[src/rtl/wire_stim_pkg.sv]
// Shared state encoding, vector bit positions and sizing helper for the wire_use stimulus sequencer.
// Constants only; no latency and no flow control.
package wire_stim_pkg;

  typedef enum logic [1:0] {
    ST_IDLE = 2'd0,
    ST_RUN  = 2'd1,
    ST_DONE = 2'd2
  } state_t;

  localparam int IDX_A = 2;
  localparam int IDX_B = 1;
  localparam int IDX_D = 0;

  // A counter over n values needs at least one bit, even when n == 1.
  function automatic int cnt_width(input int n);
    return (n > 1) ? $clog2(n) : 1;
  endfunction

endpackage

[src/rtl/wire_stim_hold_cnt.sv]
// Counts the cycles a vector is held; last_o flags the final hold cycle and the count wraps to 0 after it.
// The flag is combinational from the count register; there is no backpressure, and clr_i has priority over en_i.
module wire_stim_hold_cnt
  import wire_stim_pkg::*;
#(
  parameter int HOLD_CYCLES = 5
) (
  input  logic clk_i,
  input  logic rst_i,
  input  logic clr_i,
  input  logic en_i,
  output logic last_o
);

  localparam int CW = cnt_width(HOLD_CYCLES);
  localparam logic [CW-1:0] LAST = CW'(HOLD_CYCLES - 1);

  logic [CW-1:0] cnt_q, cnt_d;

  assign last_o = (cnt_q == LAST);

  always_comb begin
    cnt_d = cnt_q;
    if (clr_i) begin
      cnt_d = '0;
    end else if (en_i) begin
      cnt_d = last_o ? '0 : cnt_q + 1'b1;
    end
  end

  always_ff @(posedge clk_i) begin
    if (rst_i) begin
      cnt_q <= '0;
    end else begin
      cnt_q <= cnt_d;
    end
  end

endmodule

[src/rtl/wire_stim_seq.sv]
// Steps wire_use through PATTERN, holding each vector HOLD_CYCLES cycles, and records E_i at the end of each step.
// All outputs are registered; abort_i stops at once, while start_i is honoured only in IDLE.
module wire_stim_seq
  import wire_stim_pkg::*;
#(
  parameter int                     NUM_STEPS   = 7,
  parameter int                     HOLD_CYCLES = 5,
  parameter logic [3*NUM_STEPS-1:0] PATTERN     = 21'b001_011_010_111_110_100_000
) (
  input  logic                         clk_i,
  input  logic                         rst_i,
  input  logic                         start_i,
  input  logic                         loop_i,
  input  logic                         abort_i,
  input  logic                         E_i,
  output logic                         A_o,
  output logic                         B_o,
  output logic                         D_o,
  output logic                         busy_o,
  output logic                         done_o,
  output logic [$clog2(NUM_STEPS)-1:0] step_o,
  output logic [NUM_STEPS-1:0]         result_o
);

  localparam int SW = $clog2(NUM_STEPS);
  localparam logic [SW-1:0] LAST_STEP = SW'(NUM_STEPS - 1);

  state_t                 state_q, state_d;
  logic [2:0]             vec_q, vec_d;
  logic                   busy_q, busy_d;
  logic                   done_q, done_d;
  logic [SW-1:0]          step_q, step_d;
  logic [NUM_STEPS-1:0]   result_q, result_d;
  logic                   hold_last;
  logic                   in_run;

  assign in_run = (state_q == ST_RUN);

  // Counter is held at zero outside RUN, so every pass and every restart begins at hold 0.
  wire_stim_hold_cnt #(
    .HOLD_CYCLES(HOLD_CYCLES)
  ) u_hold_cnt (
    .clk_i (clk_i),
    .rst_i (rst_i),
    .clr_i (!in_run || abort_i),
    .en_i  (in_run),
    .last_o(hold_last)
  );

  always_ff @(posedge clk_i) begin
    if (rst_i) begin
      state_q <= ST_IDLE;
    end else begin
      state_q <= state_d;
    end
  end

  always_comb begin
    state_d = state_q;
    case (state_q)
      ST_IDLE: if (start_i) state_d = ST_RUN;
      ST_RUN: begin
        if (abort_i) begin
          state_d = ST_IDLE;
        end else if (hold_last && (step_q == LAST_STEP) && !loop_i) begin
          state_d = ST_DONE;
        end
      end
      default: state_d = ST_IDLE;
    endcase
  end

  // Next values of the registered outputs; anything not driven below returns to zero.
  always_comb begin
    vec_d    = '0;
    busy_d   = 1'b0;
    done_d   = 1'b0;
    step_d   = '0;
    result_d = result_q;
    case (state_q)
      ST_IDLE: begin
        if (start_i) begin
          vec_d    = PATTERN[2:0];
          busy_d   = 1'b1;
          result_d = '0;
        end
      end
      ST_RUN: begin
        if (!abort_i) begin
          vec_d  = vec_q;
          busy_d = 1'b1;
          step_d = step_q;
          if (hold_last) begin
            result_d[step_q] = E_i;
            if (step_q != LAST_STEP) begin
              step_d = step_q + 1'b1;
              vec_d  = PATTERN[3*(int'(step_q) + 1) +: 3];
            end else if (loop_i) begin
              step_d = '0;
              vec_d  = PATTERN[2:0];
              done_d = 1'b1;
            end else begin
              vec_d  = '0;
              busy_d = 1'b0;
              done_d = 1'b1;
            end
          end
        end
      end
      default: ;
    endcase
  end

  always_ff @(posedge clk_i) begin
    if (rst_i) begin
      vec_q    <= '0;
      busy_q   <= 1'b0;
      done_q   <= 1'b0;
      step_q   <= '0;
      result_q <= '0;
    end else begin
      vec_q    <= vec_d;
      busy_q   <= busy_d;
      done_q   <= done_d;
      step_q   <= step_d;
      result_q <= result_d;
    end
  end

  assign A_o      = vec_q[IDX_A];
  assign B_o      = vec_q[IDX_B];
  assign D_o      = vec_q[IDX_D];
  assign busy_o   = busy_q;
  assign done_o   = done_q;
  assign step_o   = step_q;
  assign result_o = result_q;

endmodule

[config.mk]
export PLATFORM = sky130hd
export DESIGN_NAME = wire_stim_seq
export DESIGN_NICKNAME = d
export VERILOG_FILES = /design/src/rtl/wire_stim_pkg.sv /design/src/rtl/wire_stim_hold_cnt.sv /design/src/rtl/wire_stim_seq.sv
export SDC_FILE = /design/constraint.sdc
export NUM_CORES = 1
export LEC_CHECK = 0
export CORE_UTILIZATION = 52
export CTS_BUF_LIST = sky130_fd_sc_hd__clkbuf_8
export CTS_CLUSTER_DIAMETER = 120
export CTS_CLUSTER_SIZE = 8
export DETAILED_ROUTE_END_ITERATION = 16
export GPL_ROUTABILITY_DRIVEN = 0
export PLACE_DENSITY = 0.92
export SLEW_MARGIN = 10
export SYNTH_ARGS = -nofsm -noshare
export SYNTH_HDL_FRONTEND = slang
export SYNTH_SLANG_ARGS = --single-unit
export TNS_END_PERCENT = 30
[constraint.sdc]
create_clock -name clk_i -period 1.87 [get_ports clk_i]
set_input_delay 0.187 -clock clk_i [delete_from_list [all_inputs] [get_ports clk_i]]
set_output_delay 0.187 -clock clk_i [all_outputs]
set_load 0.02 [all_outputs]
After elaboration in Yosys (flattened, before gate mapping)
Index checks and enable logic that the tools add are counted.
{ "totals": {"ff_bits": 20, "in_bits": 6, "wordCells": 61} }
{ "classes": {"n_addsub": 3, "n_mul": 1, "order_cmp": 2, "eq_ne": 8, "shift": 1, "muxes": 22, "n_bitwise": 2, "n_reduce_logical": 15} }
{ "ops": {"columns": ["operator", "count"], "rows": [
  ["7-bit 2-to-1 mux", 3],
  ["21-bit by 7-bit variable part select with 3-bit output (first input constant)", 1],
  ["7-bit case mux with 2 select lines", 1],
  ["3-bit 2-to-1 mux", 4],
  ["7-bit bitwise mux", 1],
  ["1-bit 2-to-1 mux", 7],
  ["3-bit by 1-bit adder with 3-bit output (second input constant)", 2],
  ["3-bit == test (second input constant)", 2],
  ["2-bit by 4-bit multiplier with 6-bit output (first input constant)", 1],
  ["2-bit 2-to-1 mux", 3],
  ["2-bit != test (second input constant)", 3],
  ["3-bit by 1-bit adder with 4-bit output (second input constant)", 1],
  ["3-bit by 4-bit less-than comparator with 1-bit output (second input constant)", 1],
  ["2-bit case mux with 2 select lines", 1],
  ["2-bit AND reduction", 2],
  ["4-bit AND reduction", 1],
  ["2-bit nonzero test", 2],
  ["4-bit OR reduction", 1],
  ["1-bit demux with 3-bit select", 1],
  ["3-bit by 1-bit greater-or-equal comparator with 1-bit output (second input constant)", 1],
  ["1-bit logical AND", 3],
  ["3-bit by 2-bit != test with 1-bit output (second input constant)", 1],
  ["3-bit != test (second input constant)", 1],
  ["3-bit OR reduction", 1],
  ["7 further kinds", 9]
]} }

Depth between registers and ports, before layout
{ "depth": {"depth_word": 8, "mapped_depth": 6} }

Cells and area by module
From an unflattened synthesis, not the netlist that was laid out.
{ "hier_totals": {"cells_unflattened": 111, "area_unflattened_um2": 991.0} }
{ "modules_own_cells": {"columns": ["mod", "instances", "cells_each", "area_each_um2", "seq_area_each_um2"], "rows": [
  ["wire_stim_seq", 1, 92, 820.8, 340.3],
  ["wire_stim_hold_cnt", 1, 19, 170.2, 60.1]
]} }

Least setup slack after synthesis
Ideal clock, no wire load.
{ "synth_timing": {"kind": "reg-to-reg", "from": "register step_q[1], in the netlist step_o[1]", "to": "register result_q[6], in the netlist result_o[6]", "setup_time_ps": 117, "arrival_ps": 1266, "required_time_ps": 1753, "slack_ps": 487, "stages_incl_launch_ff": 4, "n_path_buf": 0, "path_cell_list": "dfxtp_1 nand3b_1 a221o_1 a32o_1"} }
{ "synth_via": {"elab_chain_len": 8, "word_cells_on_any_way": 9} }
{ "synth_rtl": {"columns": ["item", "line", "source"], "rows": [
  ["start: declaration", "wire_stim_seq.sv:32", "logic [SW-1:0] step_q, step_d;"],
  ["start signal: assignment", "wire_stim_seq.sv:125", "step_q <= step_d;"],
  ["3-bit by 4-bit less-than comparator with 1-bit output (implied by the code) / 3-bit by 1-bit greater-or-equal comparator with 1-bit output (equally long branches)", "wire_stim_seq.sv:94", "result_d[step_q] = E_i;"],
  ["1-bit logical AND (implied by the code)", "wire_stim_seq.sv:94", null],
  ["1-bit 2-to-1 mux (implied by the code)", "wire_stim_seq.sv:94", null],
  ["1-bit demux with 3-bit select *", "wire_stim_seq.sv:94", null],
  ["7-bit bitwise mux *", "wire_stim_seq.sv:94", null],
  ["7-bit 2-to-1 mux *", "wire_stim_seq.sv:93", "if (hold_last) begin"],
  ["7-bit 2-to-1 mux *", "wire_stim_seq.sv:89", "if (!abort_i) begin"],
  ["7-bit case mux with 2 select lines *", "wire_stim_seq.sv:80", "case (state_q)"],
  ["end signal: assignment", "wire_stim_seq.sv:126", "result_q <= result_d;"],
  ["end: declaration", "wire_stim_seq.sv:33", "logic [NUM_STEPS-1:0] result_q, result_d;"]
]} }
Every way passes the cells marked *; elsewhere a longest branch is shown, timed or not. The select of a mux whose other input is x is not followed.
A chain may end at the register's enable or synchronous reset.

Worst setup path in the final report
{ "layout_timing": {"from": "register step_q[0], in the netlist step_o[0]", "to": "output step_o[0]"} }
{ "layout_lines": {"columns": ["item", "line", "source"], "rows": [
  ["end: declaration", "wire_stim_seq.sv:21", "output logic [$clog2(NUM_STEPS)-1:0] step_o,"]
]} }
No word-level cell between the ends.

==> flow_summary.json <==
{
  "outcome": "complete, no violations",
  "syn_avg_cell_area_um2": 9.16,
  "synth-compound-area-share_pct": 21.2,
  "vias": 930,
  "wl_um": 2310,
  "muxShareOfSynthArea_pct": 0,
  "h-tree-depth": 1,
  "rsz0062_at_grt": "false",
  "hold_class": "reg -> reg",
  "max_freq_mhz": 595,
  "layout_min_cycle_time_ps": 1680,
  "dp_worst_setup_slack_ps": 206,
  "area_growth_pct": 23.5,
  "path_class": "reg -> out",
  "num-fill-cells": 154,
  "core.rowCount": 15,
  "core_um2": 1780,
  "synth_xor_area_share_pct": 0,
  "cts.repair.resized": 0,
  "first_pass_iters": 4,
  "rr_worst_depth": 3,
  "worstPathArrival_ps": 1490,
  "cts_tree": "done",
  "drive_above_1_share_pct": 7.09,
  "clockRootBuffer": "clkbuf_8",
  "fin_worst_skew_ps": 2.04,
  "dieArea_um2": 2140,
  "ys_types": 32,
  "slew_headroom_pct": 61.5,
  "cp.required_ps": 1680,
  "start_util_pct": 57.1,
  "irDropWorstVdd_mv": 0.570,
  "maxCapViolations": 0,
  "antenna_found_initial": 0,
  "path_cells": "clkdlybuf4s50_1",
  "holdBufCountCts": 0,
  "syn_inst": 111,
  "numClockSinks": 20,
  "ant_nets": 0,
  "insertedDiodeCount": 0,
  "cts_setup_buffers": 0,
  "seqCellArea_um2": 400,
  "cp.depth": 1,
  "clkTransAtPathRegs_ps": 70,
  "setup_viol": 0,
  "hold_viol_final": 0,
  "worst_pin_slew_ps": 575,
  "hpwl_um": 1550,
  "holdPathStages": 2,
  "drt_iter0_drc": 21,
  "fin_util_pct": 70.5,
  "syn_nets": 120,
  "detail_route.vias_per_cell": 6.12,
  "path_delay_family": "buffers and inverters",
  "crit_slowest_cell": "clkdlybuf4s50_1",
  "cts.path.max_buffers": 2,
  "setup_tns_ps": 0,
  "die_h_um": 46.2,
  "fin_ws_ps": 188,
  "fin_nets": 137,
  "multi_input_area_um2": 543,
  "wl_per_cell_um": 15.2,
  "total_power_mw": 0.827,
  "grt_usage_pct": 24.1,
  "grt_max_degree": 16,
  "yosysWarningCount": 0,
  "synth_top_family_by_area": "simple AND/OR/NAND/NOR gates",
  "pwr_density_cell_nw_per_um2": 658,
  "slowest_delay_ps": 680,
  "endpoint_kind": "output port",
  "grt_pass1_wl_um": 3660,
  "crit_fanout": 15,
  "synthAdderAreaFrac_pct": 3.69,
  "grt_pass1_vias": 814,
  "p_leak_nw": 0.413,
  "drcViolationCount": 0,
  "start_kind": "flop",
  "clkLatencyLatePin_ps": 260,
  "ys_seq_area_share_pct": 39.4,
  "synth_area_um2": 1020,
  "path_buf_inv": 1,
  "die_x_um": 46.2,
  "timing.final.crit_share_pct": 89.9,
  "numCtsBuffers": 3,
  "maxSlewViolCount": 0,
  "io_pins": 21,
  "portBuffers": 20,
  "synthSimpleGateAreaFrac_pct": 28.5,
  "overflow": 0,
  "synth-seq-cells": 20
}
[flip-flops by register name (all words and copies together), names as in the netlist]
name,count
done_o,1
result_o,7
u_hold_cnt.cnt_q,3
busy_o,1
state_q,2
vec_q,3
step_o,3
[path summary, 6_finish.rpt]
| path | slack [ps] | to | from |
|---|---|---|---|
| min reg2reg | 460 | vec_q[1] | vec_q[1] |
| min | 460 | vec_q[1] | vec_q[1] |
| max reg2reg | 270 | result_o[6] | step_o[2] |
| max | 190 | step_o[0] | step_o[0] |
[stage by stage]
stage               area, um2  hold WS, ps  instances
global placement         1200          441        148
CTS                      1260          466        152
floorplan                1020          277        111
global route             1260          499        152
detailed placement       1200          451        148
finish                   1260          459        152
[cells in the mapped netlist (all sizes together)]
cell / number / share of area [%]
or3: 2 / 1.2
o32ai: 4 / 3.4
a2111oi: 1 / 0.86
o21ai: 8 / 3.9
nor2: 3 / 1.1
inv: 5 / 1.8
dfxtp: 20 / 39
clkbuf: 2 / 0.74
or3b: 3 / 2.6
and2: 2 / 1.2
and3: 1 / 0.62
a32o: 1 / 0.98
o21a: 2 / 1.5
buf: 7 / 4.7
a21oi: 5 / 2.5
nand4: 5 / 3.1
o31ai: 1 / 1.2
ha: 3 / 3.7
a221o: 1 / 0.98
nor2b: 2 / 1.2
nand2: 7 / 2.6
nor3: 3 / 1.5
nand4b: 1 / 1.5
nor4b: 1 / 2.3
a31oi: 1 / 0.62
nand3: 2 / 0.98
nand2b: 8 / 5.7
a221oi: 6 / 5.2
nand3b: 4 / 3.0
[final cells by class]
cell class              instances  area share [%]
multi-input cells              77            43.2
flip-flops and latches         20            31.9
repair buffers                 21            16.5
clock buffers                   4            4.38
well taps                      25            2.49
inverters                       5            1.49
[cell usage in the layout, fill, tap and decap left out]
| cell type | count |
|---|---|
| o31ai_2 | 1 |
| a31oi_1 | 1 |
| o21ai_0 | 7 |
| nand4b_2 | 1 |
| o21ai_1 | 1 |
| clkdlybuf4s50_1 | 20 |
| and3_1 | 1 |
| nand2_1 | 7 |
| clkbuf_8 | 4 |
| nand2b_4 | 1 |
| buf_4 | 1 |
| nand3b_1 | 4 |
| inv_1 | 5 |
| ha_1 | 3 |
| nand4_1 | 5 |
| nor4b_4 | 1 |
| a2111oi_0 | 1 |
| nand3_1 | 2 |
| or3_1 | 2 |
| nand2b_1 | 7 |
| and2_1 | 2 |
| o21a_1 | 2 |
| o32ai_1 | 4 |
| nor3_1 | 3 |
| a32o_1 | 1 |
| dfxtp_1 | 20 |
| or3b_1 | 3 |
| nor2_1 | 3 |
| a221o_1 | 1 |
| a221oi_1 | 6 |
| a21oi_1 | 5 |
| nor2b_1 | 2 |
[power by group]
group / internal (mW) / switching [mW] / leakage [nW]
logic: 0.0328 / 0.0268 / 0.222
registers: 0.430 / 0.00700 / 0.162
clock network: 0.187 / 0.143 / 0.0288
total: 0.650 / 0.177 / 0.413
[cells by family after synthesis]
family          after synthesis
compound gates               30
fa+ha+maj                     3
flops                        20
simple gates                 44
buf+inv                      14
[layer usage]
layer | vias to the layer above | global-route usage (%) | wire length (um)
li1 | 445 | - | -
met1 | 456 | 30.3 | 1020
met2 | 27 | 38.6 | 1170
met3 | 2 | 6.67 | 112
met4 | 0 | 10.0 | 10
met5 | - | 0 | 0
[tightest hold or removal path: stages, from the launching register on]
cell	delay, ps
dfxtp_1	310
nand2_1	50
a21oi_1	50
Power figures use the tool's default switching activity.
